$ cat src/rtl/mips_mc_pkg.sv
// Shared types for the multicycle MIPS board glue: debounce FSM states and LED counter width.
package mips_mc_pkg;

  typedef enum logic [1:0] {
    IDLE         = 2'd0,
    PRESS_WAIT   = 2'd1,
    PRESSED      = 2'd2,
    RELEASE_WAIT = 2'd3
  } dbnc_state_t;

  localparam int PRESS_CNT_W = 8;

endpackage

$ cat src/rtl/sync_2ff.sv
// 1-bit two-flop synchronizer for asynchronous board inputs; synchronous active-low reset to 0.
module sync_2ff (
  input  logic clk,
  input  logic Reset_n,
  input  logic d,
  output logic q
);

  logic meta;

  always_ff @(posedge clk) begin
    if (!Reset_n) begin
      meta <= 1'b0;
      q    <= 1'b0;
    end else begin
      meta <= d;
      q    <= meta;
    end
  end

endmodule

$ cat src/rtl/step_button_conditioner.sv
// Single-step button conditioner: synchronize, debounce, one step_pulse per press, LED press counter.
// Optional macro STEP_AUTO_EN adds the auto_run switch and a periodic auto-step generator.
module step_button_conditioner
  import mips_mc_pkg::*;
#(
  parameter int DEBOUNCE_CYCLES = 500000,
  parameter int AUTO_PERIOD     = 50000000
) (
  input  logic                   clk,
  input  logic                   Reset_n,
  input  logic                   button_raw,
`ifdef STEP_AUTO_EN
  input  logic                   auto_run,
`endif
  output logic                   step_pulse,
  output logic                   button_level,
  output logic [PRESS_CNT_W-1:0] press_count,
  output dbnc_state_t            state_dbg
);

  localparam int             CNT_W    = $clog2(DEBOUNCE_CYCLES + 1);
  localparam logic [CNT_W-1:0] CNT_LAST = CNT_W'(DEBOUNCE_CYCLES - 1);

  // Handshake: step_pulse is a single-cycle strobe with no ready; the control FSM must accept it.
  logic             btn_sync;
  dbnc_state_t      state, state_next;
  logic [CNT_W-1:0] cnt, cnt_next;
  logic             press_evt;
  logic             step_next;

  sync_2ff u_sync_btn (
    .clk     (clk),
    .Reset_n (Reset_n),
    .d       (button_raw),
    .q       (btn_sync)
  );

  always_ff @(posedge clk) begin
    if (!Reset_n) begin
      state <= IDLE;
      cnt   <= '0;
    end else begin
      state <= state_next;
      cnt   <= cnt_next;
    end
  end

  always_comb begin
    state_next = state;
    cnt_next   = cnt;
    press_evt  = 1'b0;
    case (state)
      IDLE: begin
        if (btn_sync) begin
          state_next = PRESS_WAIT;
          cnt_next   = '0;
        end
      end
      PRESS_WAIT: begin
        if (!btn_sync) begin
          state_next = IDLE;
        end else if (cnt == CNT_LAST) begin
          state_next = PRESSED;
          press_evt  = 1'b1;
        end else begin
          cnt_next = cnt + CNT_W'(1);
        end
      end
      PRESSED: begin
        if (!btn_sync) begin
          state_next = RELEASE_WAIT;
          cnt_next   = '0;
        end
      end
      RELEASE_WAIT: begin
        // A bounce back high returns to PRESSED silently; only a new press from IDLE pulses.
        if (btn_sync) begin
          state_next = PRESSED;
        end else if (cnt == CNT_LAST) begin
          state_next = IDLE;
        end else begin
          cnt_next = cnt + CNT_W'(1);
        end
      end
      default: state_next = IDLE;
    endcase
  end

`ifdef STEP_AUTO_EN
  localparam int PCNT_W = $clog2(AUTO_PERIOD);
  localparam logic [PCNT_W-1:0] PCNT_LAST = PCNT_W'(AUTO_PERIOD - 1);

  logic              auto_sync;
  logic [PCNT_W-1:0] pcnt;
  logic              auto_evt;

  sync_2ff u_sync_auto (
    .clk     (clk),
    .Reset_n (Reset_n),
    .d       (auto_run),
    .q       (auto_sync)
  );

  assign auto_evt = auto_sync && (pcnt == PCNT_LAST);

  always_ff @(posedge clk) begin
    if (!Reset_n || !auto_sync || auto_evt) begin
      pcnt <= '0;
    end else begin
      pcnt <= pcnt + PCNT_W'(1);
    end
  end

  assign step_next = press_evt | auto_evt;
`else
  assign step_next = press_evt;
`endif

  always_ff @(posedge clk) begin
    if (!Reset_n) begin
      step_pulse   <= 1'b0;
      button_level <= 1'b0;
      press_count  <= '0;
    end else begin
      step_pulse   <= step_next;
      button_level <= (state_next == PRESSED) || (state_next == RELEASE_WAIT);
      if (step_pulse) begin
        press_count <= press_count + PRESS_CNT_W'(1);
      end
    end
  end

  assign state_dbg = state;

endmodule

$ cat config.mk
export PLATFORM = sky130hd
export DESIGN_NAME = step_button_conditioner
export DESIGN_NICKNAME = d
export VERILOG_FILES = /design/src/rtl/mips_mc_pkg.sv /design/src/rtl/sync_2ff.sv /design/src/rtl/step_button_conditioner.sv
export SDC_FILE = /design/constraint.sdc
export NUM_CORES = 1
export LEC_CHECK = 0
export BUFFER_PORTS_ARGS = -buffer_cell sky130_fd_sc_hd__buf_2
export CAP_MARGIN = 5
export CORE_MARGIN = 3
export CORE_UTILIZATION = 55
export DETAILED_ROUTE_END_ITERATION = 12
export PLACE_DENSITY_LB_ADDON = 0.3
export SYNTH_ARGS = -nofsm -noshare
export SYNTH_HDL_FRONTEND = slang
export SYNTH_HIERARCHICAL = 1
export SYNTH_SLANG_ARGS = --single-unit
$ cat constraint.sdc
create_clock -name clk -period 1.82 [get_ports clk]
set_input_delay 0.182 -clock clk [delete_from_list [all_inputs] [get_ports clk]]
set_output_delay 0.182 -clock clk [all_outputs]
set_load 0.02 [all_outputs]
# [Yosys cells after proc, flatten, opt, wreduce, memory -nomap -nowiden]
# Cells that the tools add are included.
[word_totals] reg_bits=33 input_bits=3 output_inout_bits=12 word_cells=37
[classes] n_addsub=2 eq_ne=10 muxes=14 reduce_logical=4
[op_table] cell="$mux W19" count=5
[op_table] cell="$pmux W19 S4" count=1
[op_table] cell="$add A19 B1 Y19 const B" count=1
[op_table] cell="$eq A19 B19 Y1 const B" count=1
[op_table] cell="$mux W2" count=6
[op_table] cell="$add A8 B1 Y8 const B" count=1
[op_table] cell="$eq A2 B2 Y1 const B" count=4
[op_table] cell="$pmux W2 S4" count=1
[op_table] cell="$ne A2 B1 Y1 const B" count=2
[op_table] cell="$ne A2 B2 Y1 const B" count=2
[op_table] cell="$reduce_and A4 Y1" count=1
[op_table] cell="$reduce_and A3 Y1" count=1
[op_table] cell="$eq A2 B1 Y1 const B" count=1
[op_table] cell="$logic_not A2 Y1" count=1
[op_table] cell="$logic_or A1 B1 Y1" count=1
[op_table] cell="$mux W1" count=1

# [Longest topological paths before layout]
# Gate-level depths: netlist of run 1.
[depth] depth_word=6 mapped_depth=7 depth_no_buf=5

# [Hierarchy]
# Netlist of run 1, hierarchy kept.
[by_module_without_submodules] module="step_button_conditioner" instances=1 cells_each=161 area_each_um2=1446.4 seq_area_each_um2=600.6
[by_module_without_submodules] module="sync_2ff" instances=1 cells_each=4 area_each_um2=52.6 seq_area_each_um2=40.0

# [Worst setup path before layout of run 1]
# Ideal clock, no wire load.
[synth_timing] kind="flip-flop to flip-flop" startpoint="reg state[1], in the netlist state_dbg[1]" endpoint="reg cnt[17]" setup_ps=70 t_arrival_ps=1627 required_time_ps=1750 path_slack_ps=123 stages_incl_launch_ff=5 path_buffers=0 period_less_slack_ps=1697 path_cell_list="dfxtp_1 xor2_4 nand4_4 or4_1 a21oi_1"
[synth_via] elab_chain_len=3 word_cells_on_any_way=10 classes_between="eq/ne: 7; mux: 1; reduce/logical: 2"
[synth_rtl] item="start, declared" line="step_button_conditioner.sv:26" text="dbnc_state_t state, state_next;"
[synth_rtl] item="start signal, assigned" line="step_button_conditioner.sv:43" text="state <= state_next;"
[synth_rtl] item="$eq A2 B1 Y1, or another cell as far along" line="step_button_conditioner.sv:52" text="case (state)"
[synth_rtl] item="$ne A2 B1 Y1 (no source line) or $ne A2 B2 Y1 (tied branches)"
[synth_rtl] item="$reduce_and A4 Y1 (no source line)"
[synth_rtl] item="end signal, assigned" line="step_button_conditioner.sv:44" text="cnt <= cnt_next;"
[synth_rtl] item="end, declared" line="step_button_conditioner.sv:27" text="logic [CNT_W-1:0] cnt, cnt_next;"
# Parallel ways exist; a longest one is shown, timed or not.
# A chain may end at the register's enable or synchronous reset.

# [Worst setup path in the final report of run 1]
[layout_timing] startpoint="reg cnt[5]" endpoint="reg state[0], in the netlist state_dbg[0]"
[layout_via] elab_chain_len=4 word_cells_on_any_way=6 classes_between="eq/ne: 1; mux: 5"
[layout_rtl] item="$eq A19 B19 Y1 *" line="step_button_conditioner.sv:62, step_button_conditioner.sv:79"
[layout_rtl] item="$mux W2 (on tied branches)" line="step_button_conditioner.sv:79, step_button_conditioner.sv:62"
[layout_rtl] item="$mux W2 (on tied branches)" line="step_button_conditioner.sv:77, step_button_conditioner.sv:60"
[layout_rtl] item="$pmux W2 S4 *" line="step_button_conditioner.sv:52"
# Every way passes the cells marked *; elsewhere a longest branch is shown, timed or not.

==> results of run 1 <==
[area by class of cell]
cell class	instances	area, µm²
fillers	235	892
multi-input cells	124	813
flip-flops and latches	32	641
repair buffers	19	108
clock buffers	6	41.3
well taps	30	37.5
inverters	2	7.51
clock inverters	1	5.00
[cell families after synthesis]
logic type / synth area share
and+or+nand+nor: 0.284
buffers and inverters: 0.0300
adders and majority gates: 0.0167
muxes: 0.0267
xor gates and xnor gates: 0.0826
AOI/OAI and AO/OA: 0.133
DFF: 0.427
[flip-flops by register name, indices dropped and copies added (netlist names)]
register	cells
cnt	19
press_count	8
state_dbg	2
step_pulse	1
u_sync_btn/meta	1
u_sync_btn/q	1
[final timing paths]
kind | end | slack, ns | cells past startpoint
setup reg to reg | state_dbg[0]$_SDFF_PN0_ | 0.14 | 4
setup / recovery | state_dbg[0]$_SDFF_PN0_ | 0.14 | 4
hold reg to reg | u_sync_btn/q$_SDFF_PN0_ | 0.44 | 1
hold / removal | u_sync_btn/meta$_SDFF_PN0_ | 0.06 | 2
[report_power, final]
part / total, mW / switching [mW] / internal, mW
logic: 0.0355 / 0.0230 / 0.0125
clock network: 0.362 / 0.220 / 0.142
registers: 0.706 / 0.00346 / 0.702
total: 1.10 / 0.247 / 0.857
[cell usage after synthesis, types with 3 or more instances]
master | n | area share
and3_1 | 4 | 0.017
nor2_1 | 11 | 0.028
xor2_1 | 9 | 0.053
and2_1 | 3 | 0.013
dfxtp_1 | 32 | 0.43
nand2_1 | 16 | 0.040
mux2i_1 | 4 | 0.027
o21ai_0 | 11 | 0.037
a21oi_1 | 13 | 0.043
nand4_1 | 7 | 0.029
and4_1 | 4 | 0.023
clkbuf_1 | 5 | 0.013
or3_1 | 7 | 0.029
nand3_1 | 7 | 0.023
[metal layers]
layer / GRT usage / up-vias / wire, µm / share of wire
met2: 0.327 / 32 / 1350 / 0.47
met3: 0.0601 / 8 / 151 / 0.052
met1: 0.236 / 573 / 1300 / 0.45
met5: 0 / - / 0 / 0
li1: - / 639 / - / -
met4: 0.113 / 0 / 76 / 0.026
[through the flow]
stage,power [mW],hold WS (ns)
after CTS,1.12,0.0456
final,1.10,0.0582
after global placement,0.756,0.392
after global routing,1.15,0.0646
after floorplan,0.746,0.304
after detailed placement,0.757,0.398
[worst max-delay path: stages, from the launching register on]
cell and delay (ns):
dfxtp_1 0.38, nor4b_1 0.39, and4_1 0.41, a21oi_1 0.19
and2_1 0.20
==> impl_metrics.env, run 1 <==
export IMPL_rsz0062_at_grt="false"
export IMPL_avgSynthCellArea_um2=9.08
export IMPL_antenna_found_initial=0
export IMPL_drt_pre_antenna_iters=4
export IMPL_die_height_um=58.2
export IMPL_fin_area_um2=1650
export IMPL_postCtsSetupRepairBufs=0
export IMPL_core_area_um2=2540
export IMPL_rows=18
export IMPL_cts_inserted_buffers=5
export IMPL_post_cts_resized=0
export IMPL_drt_initial_drc_count=51
export IMPL_place_area_um2=1610
export IMPL_grt_start_max_net_pins=14
export IMPL_track_usage=0.201
export IMPL_vias=1252
export IMPL_pre_cts_ws_ns=0.171
export IMPL_drive_gt1_frac=0.168
export IMPL_crit_start="cnt[5]$_SDFFE_PN0P_"
export IMPL_finalWeightedCongestion=0.788
export IMPL_htree_levels=2
export IMPL_timing_fmax_mhz=597
export IMPL_hold_viol_final=0
export IMPL_p_leak_nw=0.613
export IMPL_powerDensity_nw_per_um2=668
export IMPL_worst_clock_skew_ns=0.00795
export IMPL_hold_path_class="in -> reg"
export IMPL_wirelength_um=2880
export IMPL_synthesis_area_um2=1500
export IMPL_yosys_warnings=6
export IMPL_ys_seq_elements=32
export IMPL_fin_crit_ns=1.68
export IMPL_status="finished, final reports clean"
export IMPL_chipWidth_um=58.2
export IMPL_start_util=0.589
export IMPL_ctsHoldBuffers=0
export IMPL_cp_arrival_ns=1.91
export IMPL_synthArstFlopShare=0
export IMPL_post_route_util=0.649
export IMPL_insertion_delay_ns=0.33
export IMPL_layout_common_cells="dfxtp_1 (32), nand2_1 (16), buf_2 (14)"
export IMPL_maxCapViolCount=0
export IMPL_area_growth_pct=10.3
export IMPL_wl_per_cell_um=13.5
export IMPL_finalMaxSlewViolations=0
export IMPL_synth_edf_count=0
export IMPL_io_buffers=14
export IMPL_path_class="reg -> reg"
export IMPL_synthCells=165
export IMPL_layout_commonest_cell="dfxtp_1"
export IMPL_nets=189
export IMPL_finalSetupTns_ns=0
export IMPL_antenna_cells=0
export IMPL_drc=0
export IMPL_required_ns=2.05
export IMPL_io_pins=15
export IMPL_worst_slack_ns=0.144
export IMPL_timing_slew_headroom=0.760
export IMPL_grt_pass1_wl_um=5130
export IMPL_vdd_drop_max_uv=530
export IMPL_worst_slew_pin_slew_ns=0.356
export IMPL_ant_nets=0
export IMPL_startpoint_type="flip-flop"
export IMPL_design_die_area_um2=3390
export IMPL_yosysSeqAreaShare=0.427
export IMPL_synth_flop_cell="dfxtp_1"
export IMPL_cts_buffer_depth=2
export IMPL_gr_total_overflow=0
export IMPL_clk_pin_slew_ns=0.09
export IMPL_cts_tree="yes"
export IMPL_stdcell_count=214
export IMPL_setup_worst_path_end_class="flip-flop"
export IMPL_synthDistinctLibCells=38
export IMPL_grt_pass1_vias=1216
export IMPL_setup_violations=0
export IMPL_path_max_fanout=8
export IMPL_cts_root_buf="clkbuf_4"
export IMPL_period_share=0.921
export IMPL_hold_start="button_raw"
export IMPL_avgViaCountPerCell=5.85
export IMPL_hpwl_um=2120
export IMPL_clock_sinks=32
export IMPL_r2r_start="cnt[5]$_SDFFE_PN0P_"
export IMPL_synth_fp_nets=170
export IMPL_post_place_cells=207
No activity file was read; power rests on OpenSTA's default activity.
==> inputs of run 2 (changes only) <==
--- a/config.mk
+++ b/config.mk
@@ -5,12 +5,14 @@
 export SDC_FILE = /design/constraint.sdc
 export NUM_CORES = 1
 export LEC_CHECK = 0
+export ABC_CLOCK_PERIOD_IN_PS = 1820
 export BUFFER_PORTS_ARGS = -buffer_cell sky130_fd_sc_hd__buf_2
 export CAP_MARGIN = 5
 export CORE_MARGIN = 3
 export CORE_UTILIZATION = 55
 export DETAILED_ROUTE_END_ITERATION = 12
 export PLACE_DENSITY_LB_ADDON = 0.3
+export RECOVER_POWER = 100
 export SYNTH_ARGS = -nofsm -noshare
 export SYNTH_HDL_FRONTEND = slang
 export SYNTH_HIERARCHICAL = 1
==> run 2 against run 1 <==
Global-route usage unchanged; critical path depth unchanged; largest cell class unchanged; final area down 1.5%; worst setup slack worse by 0.0062 ns; combinational power down 7.6%; first-iteration DRC count down 33%; critical endpoint unchanged; core utilization down 0.98 points; highest routed layer unchanged; largest power group unchanged; sequential share of layout area up 0.60 points; clock power about the same; die area unchanged; maximum frequency down 0.37%.
==> impl_metrics.env, run 2 (same netlist as run 1, synthesis figures left out) <==
export IMPL_regMostFlops="cnt"
export IMPL_antenna_cells=0
export IMPL_hold_viol_final=0
export IMPL_cts_inserted_buffers=5
export IMPL_setup_worst_path_end_class="flip-flop"
export IMPL_cp_slowest_stage_delay_ns=0.42
export IMPL_hpwl_um=2120
export IMPL_area_growth_pct=8.60
export IMPL_vias=1259
export IMPL_cts_tree="yes"
export IMPL_design_die_area_um2=3390
export IMPL_layout_common_cells="dfxtp_1 (32), nand2_1 (16), clkbuf_1 (15)"
export IMPL_p_leak_nw=0.554
export IMPL_p_switching_mw=0.244
export IMPL_insertion_delay_ns=0.33
export IMPL_drive_gt1_frac=0.0924
export IMPL_seq_power_share=0.643
export IMPL_powerDensity_nw_per_um2=674
export IMPL_antenna_found_initial=0
export IMPL_finalMaxSlewViolations=0
export IMPL_rows=18
export IMPL_avgViaCountPerCell=5.88
export IMPL_crit_path_cell_trace="nor4b_1, and4_1, a21oi_1, and2_1"
export IMPL_io_pins=15
export IMPL_hold_path_class="in -> reg"
export IMPL_startpoint_type="flip-flop"
export IMPL_power_mw=1.10
export IMPL_clk_pin_slew_ns=0.09
export IMPL_hold_depth=2
export IMPL_stdcell_count=214
export IMPL_chipWidth_um=58.2
export IMPL_r2r_cells=4
export IMPL_grt_pass1_vias=1216
export IMPL_largest_reg_flops=19
export IMPL_gr_total_overflow=0
export IMPL_finalSetupTns_ns=0
export IMPL_cp_arrival_ns=1.91
export IMPL_htree_levels=2
export IMPL_ant_nets=0
export IMPL_clock_sinks=32
export IMPL_io_buffers=14
export IMPL_crit_slowest_cell="and4_1"
export IMPL_layout_commonest_cell="dfxtp_1"
export IMPL_rsz0062_at_grt="false"
export IMPL_die_height_um=58.2
export IMPL_cts_root_buf="clkbuf_4"
export IMPL_ctsHoldBuffers=0
export IMPL_post_cts_resized=0
export IMPL_drt_initial_drc_count=34
export IMPL_post_place_cells=207
export IMPL_timing_slew_headroom=0.734
export IMPL_drt_pre_antenna_iters=4
export IMPL_timing_fmax_mhz=595
export IMPL_fin_crit_ns=1.68
export IMPL_worst_slew_pin_slew_ns=0.399
export IMPL_worst_clock_skew_ns=0.00589
export IMPL_maxCapViolCount=0
export IMPL_grt_pass1_wl_um=5130
export IMPL_drc=0
export IMPL_status="finished, final reports clean"
export IMPL_start_util=0.589
export IMPL_p_sw_frac=0.222
export IMPL_core_area_um2=2540
export IMPL_postCtsSetupRepairBufs=0
export IMPL_path_class="reg -> reg"
export IMPL_finalWeightedCongestion=0.788
export IMPL_period_share=0.924
export IMPL_wirelength_um=2880
export IMPL_wl_per_cell_um=13.4
export IMPL_cts_buffer_depth=2
export IMPL_grt_start_max_net_pins=14
export IMPL_vdd_drop_max_uv=521
export IMPL_track_usage=0.201
export IMPL_required_ns=2.05
export IMPL_nets=189
export IMPL_path_max_fanout=8
export IMPL_r2r_slack_ns=0.14
export IMPL_p_int_mw=0.854
export IMPL_p_comb_frac=0.030
export IMPL_setup_violations=0
export IMPL_p_clk_frac=0.327
==> run 2: metal layers <==
metal,track usage,share of wire,vias up
li1,-,-,641
met3,0.0601,0.048,8
met4,0.113,0.026,0
met1,0.236,0.46,582
met5,0,0,-
met2,0.327,0.47,28
==> run 2: power by group through the flow <==
stage	logic [mW]	registers, mW	clock network (mW)
4_1_cts	0.0358	0.706	0.377
3_3_place_gp	0.0344	0.722	0
3_5_place_dp	0.0352	0.722	0
6_report	0.0328	0.706	0.359
2_1_floorplan	0.0237	0.722	0
5_1_grt	0.0365	0.707	0.405
==> run 2: final cells by class <==
type,instances,area (µm²)
multi-input cells,124,813
well taps,30,37.5
clock inverters,1,5.00
clock buffers,6,41.3
inverters,2,7.51
flip-flops and latches,32,641
fillers,247,917
repair buffers,19,82.6
==> run 2: per-stage QoR <==
step | hold WS, ns | cell area [µm²] | setup WS, ns | utilization
floorplan | 0.304 | 1500 | 0.123 | -
global placement | 0.392 | 1610 | 0.231 | 0.631
detailed placement | 0.398 | 1610 | 0.171 | 0.631
CTS | 0.0456 | 1650 | 0.139 | 0.649
global route | 0.0646 | 1630 | 0.0136 | 0.640
finish | 0.0619 | 1630 | 0.138 | 0.640
==> run 2: final timing paths <==
kind                           endpoint                       start
min          u_sync_btn/meta$_SDFF_PN0_                  button_raw
max reg2reg     state_dbg[0]$_SDFF_PN0_         cnt[5]$_SDFFE_PN0P_
max             state_dbg[0]$_SDFF_PN0_         cnt[5]$_SDFFE_PN0P_
min reg2reg     u_sync_btn/q$_SDFF_PN0_  u_sync_btn/meta$_SDFF_PN0_
==> run 2: critical path: cells and delay by family, from the launching register on <==
| kind | cells | cell delay [ns] |
|---|---|---|
| simple gates | 3 | 1.01 |
| flops | 1 | 0.38 |
| compound gates | 1 | 0.19 |
==> inputs of run 3 (changes only) <==
--- a/config.mk
+++ b/config.mk
@@ -5,11 +5,12 @@
 export SDC_FILE = /design/constraint.sdc
 export NUM_CORES = 1
 export LEC_CHECK = 0
-export ABC_CLOCK_PERIOD_IN_PS = 1820
+export ABC_AREA = 1
+export ABC_CLOCK_PERIOD_IN_PS = 1500
 export BUFFER_PORTS_ARGS = -buffer_cell sky130_fd_sc_hd__buf_2
 export CAP_MARGIN = 5
 export CORE_MARGIN = 3
-export CORE_UTILIZATION = 55
+export CORE_UTILIZATION = 53
 export DETAILED_ROUTE_END_ITERATION = 12
 export PLACE_DENSITY_LB_ADDON = 0.3
 export RECOVER_POWER = 100
==> constraint.sdc (replaced) <==
create_clock -name clk -period 1.5 [get_ports clk]
set_input_delay 0.15 -clock clk [delete_from_list [all_inputs] [get_ports clk]]
set_output_delay 0.15 -clock clk [all_outputs]
set_load 0.02 [all_outputs]
==> run 3 against run 2 <==
Sequential power rose by 22%; clock skew rose by 0.0084 ns; maximum frequency rose by 19%; die area rose by 23%; synthesized cell count rose by 68%; total power rose by 35%; critical endpoint is now cnt[13]$_SDFFE_PN0P_; largest cell class unchanged.
==> impl_metrics.env, run 3 <==
export IMPL_status="finished, final reports clean"
export IMPL_timing_slew_headroom=0.609
export IMPL_grt_start_max_net_pins=16
export IMPL_drive_gt1_frac=0.273
export IMPL_vdd_drop_max_uv=556
export IMPL_drc=0
export IMPL_yosys_warnings=6
export IMPL_crit_start="cnt[0]$_SDFFE_PN0P_"
export IMPL_cp_common_cell="nand2_1"
export IMPL_p_leak_nw=0.842
export IMPL_regMostFlops="cnt"
export IMPL_antenna_found_initial=0
export IMPL_io_pins=15
export IMPL_layout_commonest_cell="nand2_1"
export IMPL_ys_seq_elements=32
export IMPL_finalSetupTns_ns=0
export IMPL_synthArstFlopShare=0
export IMPL_ant_nets=0
export IMPL_io_buffers=14
export IMPL_synthesis_area_um2=1820
export IMPL_cts_buffer_depth=2
export IMPL_largest_reg_flops=19
export IMPL_synth_fp_nets=282
export IMPL_startpoint_type="flip-flop"
export IMPL_cp_top_family="simple AND/OR/NAND/NOR gates"
export IMPL_synth_flop_cell="dfxtp_1"
export IMPL_synth_top_area_frac=0.353
export IMPL_grt_pass1_vias=1679
export IMPL_wirelength_um=4330
export IMPL_worst_slew_pin_slew_ns=0.587
export IMPL_timing_fmax_mhz=707
export IMPL_yosysSeqAreaShare=0.353
export IMPL_track_usage=0.221
export IMPL_post_route_util=0.696
export IMPL_cp_slowest_stage_delay_ns=0.36
export IMPL_synth_edf_count=0
export IMPL_cts_inserted_buffers=5
export IMPL_core_area_um2=3150
export IMPL_period_share=0.942
export IMPL_required_ns=1.72
export IMPL_grt_pass1_wl_um=7320
export IMPL_path_max_fanout=8
export IMPL_rsz0062_at_grt="true"
export IMPL_maxCapViolCount=0
export IMPL_post_place_cells=345
export IMPL_gr_total_overflow=0
export IMPL_cts_tree="yes"
export IMPL_wl_per_cell_um=12.2
export IMPL_design_die_area_um2=4170
export IMPL_crit_slowest_cell="dfxtp_2"
export IMPL_path_class="reg -> reg"
export IMPL_drt_initial_drc_count=117
export IMPL_insertion_delay_ns=0.32
export IMPL_powerDensity_nw_per_um2=676
export IMPL_cp_arrival_ns=1.63
export IMPL_synth_top_area_cell="dfxtp_1"
export IMPL_r2r_start="cnt[0]$_SDFFE_PN0P_"
export IMPL_rows=20
export IMPL_synth_common_cells="nand2_1 (67), nor2_1 (56), dfxtp_1 (32)"
export IMPL_setup_worst_path_end_class="flip-flop"
export IMPL_power_mw=1.48
export IMPL_drt_pre_antenna_iters=4
export IMPL_setup_violations=0
export IMPL_stdcell_count=355
export IMPL_fin_crit_ns=1.41
export IMPL_hold_start="button_raw"
export IMPL_antenna_cells=0
export IMPL_avgViaCountPerCell=5.09
export IMPL_synth_area_leaders="dfxtp_1 (35%), nand2_1 (14%), nor2_1 (12%)"
export IMPL_synthDistinctLibCells=28
export IMPL_clk_pin_slew_ns=0.10
export IMPL_vias=1807
export IMPL_synth_most_common_cell="nand2_1"
export IMPL_hold_viol_final=0
export IMPL_area_growth_pct=20.9
export IMPL_hold_path_class="in -> reg"
export IMPL_hpwl_um=3130
export IMPL_cts_root_buf="clkbuf_4"
export IMPL_die_height_um=64.5
export IMPL_finalWeightedCongestion=0.865
export IMPL_htree_levels=2
export IMPL_avgSynthCellArea_um2=6.56
export IMPL_clock_sinks=32
export IMPL_crit_path_cell_trace="ha_4, nand2_4, nor2_2, nand3_2, nor2_4, nor2_4, buf_6, nand2_1, nand2_1, nand2_1, nor2_1"
export IMPL_worst_clock_skew_ns=0.0143
export IMPL_chipWidth_um=64.5
export IMPL_synthCells=277
export IMPL_crit_buf_inv=1
export IMPL_layout_common_cells="nand2_1 (64), nor2_1 (49), inv_1 (28), nand3_1 (28), dfxtp_1 (19)"
export IMPL_finalMaxSlewViolations=0
export IMPL_timing_hold_ws_ns=0.0221
export IMPL_nets=316
export IMPL_start_util=0.576
-- run 3: layer usage --
layer,track usage,up-vias,wire length (µm)
li1,-,937,-
met1,0.296,819,2020
met2,0.366,45,2050
met3,0.0416,6,212
met4,0.0528,0,46
met5,0,-,0
-- run 3: final timing paths --
kind,slack (ns),depth (start not counted),to
min,0.02,3,u_sync_btn/meta$_SDFF_PN0_
max,0.09,11,cnt[13]$_SDFFE_PN0P_
min reg2reg,0.41,2,u_sync_btn/q$_SDFF_PN0_
max reg2reg,0.09,11,cnt[13]$_SDFFE_PN0P_
-- run 3: final cells by class --
cell class	instances	area, µm²
timing repair buffer	33	206
multi-input combinational	205	1080
clock buffer	7	65.1
fill	282	957
sequential	32	657
inverter	34	128
tap	44	55.1
-- run 3: worst reg2reg max path: cells and delay by family (launching register included) --
kind,cells,cell delay [ns]
adders and majority gates,1,0.15
buffers and inverters,1,0.13
DFF,1,0.36
and+or+nand+nor,9,0.67
-- run 3: report_power, final --
part	leakage (nW)	switching, mW	internal [mW]	total, mW
sequential	0.265	0.00414	0.854	0.858
combinational	0.540	0.0484	0.0239	0.0723
clock	0.0374	0.287	0.266	0.553
-- run 3: what timing repair did --
action	CTS	global route
resized for setup	4	33
endpoints found under the setup margin	4	19
hold buffers	0	0
pin swaps	1	6
buffers inserted	0	3
-- run 3: cell families (layout without fill, tap and decap cells) --
| group | count (synthesis) | after routing | share of synthesized area |
|---|---|---|---|
| adders and majority gates | 2 | 2 | 0.0138 |
| buffers and inverters | 40 | 74 | 0.0978 |
| xor gates and xnor gates | 4 | 4 | 0.0234 |
| and+or+nand+nor | 174 | 174 | 0.428 |
| DFF | 32 | 32 | 0.353 |
| AOI/OAI and AO/OA | 25 | 25 | 0.0847 |
-- run 3: through the flow --
step | setup slack [ns] | instance area (µm²)
2_1_floorplan | 0.0732 | 1820
3_3_place_gp | 0.0106 | 2010
3_5_place_dp | -0.0120 | 2010
4_1_cts | 0.00670 | 2080
5_1_grt | -0.0381 | 2200
6_report | 0.0864 | 2200
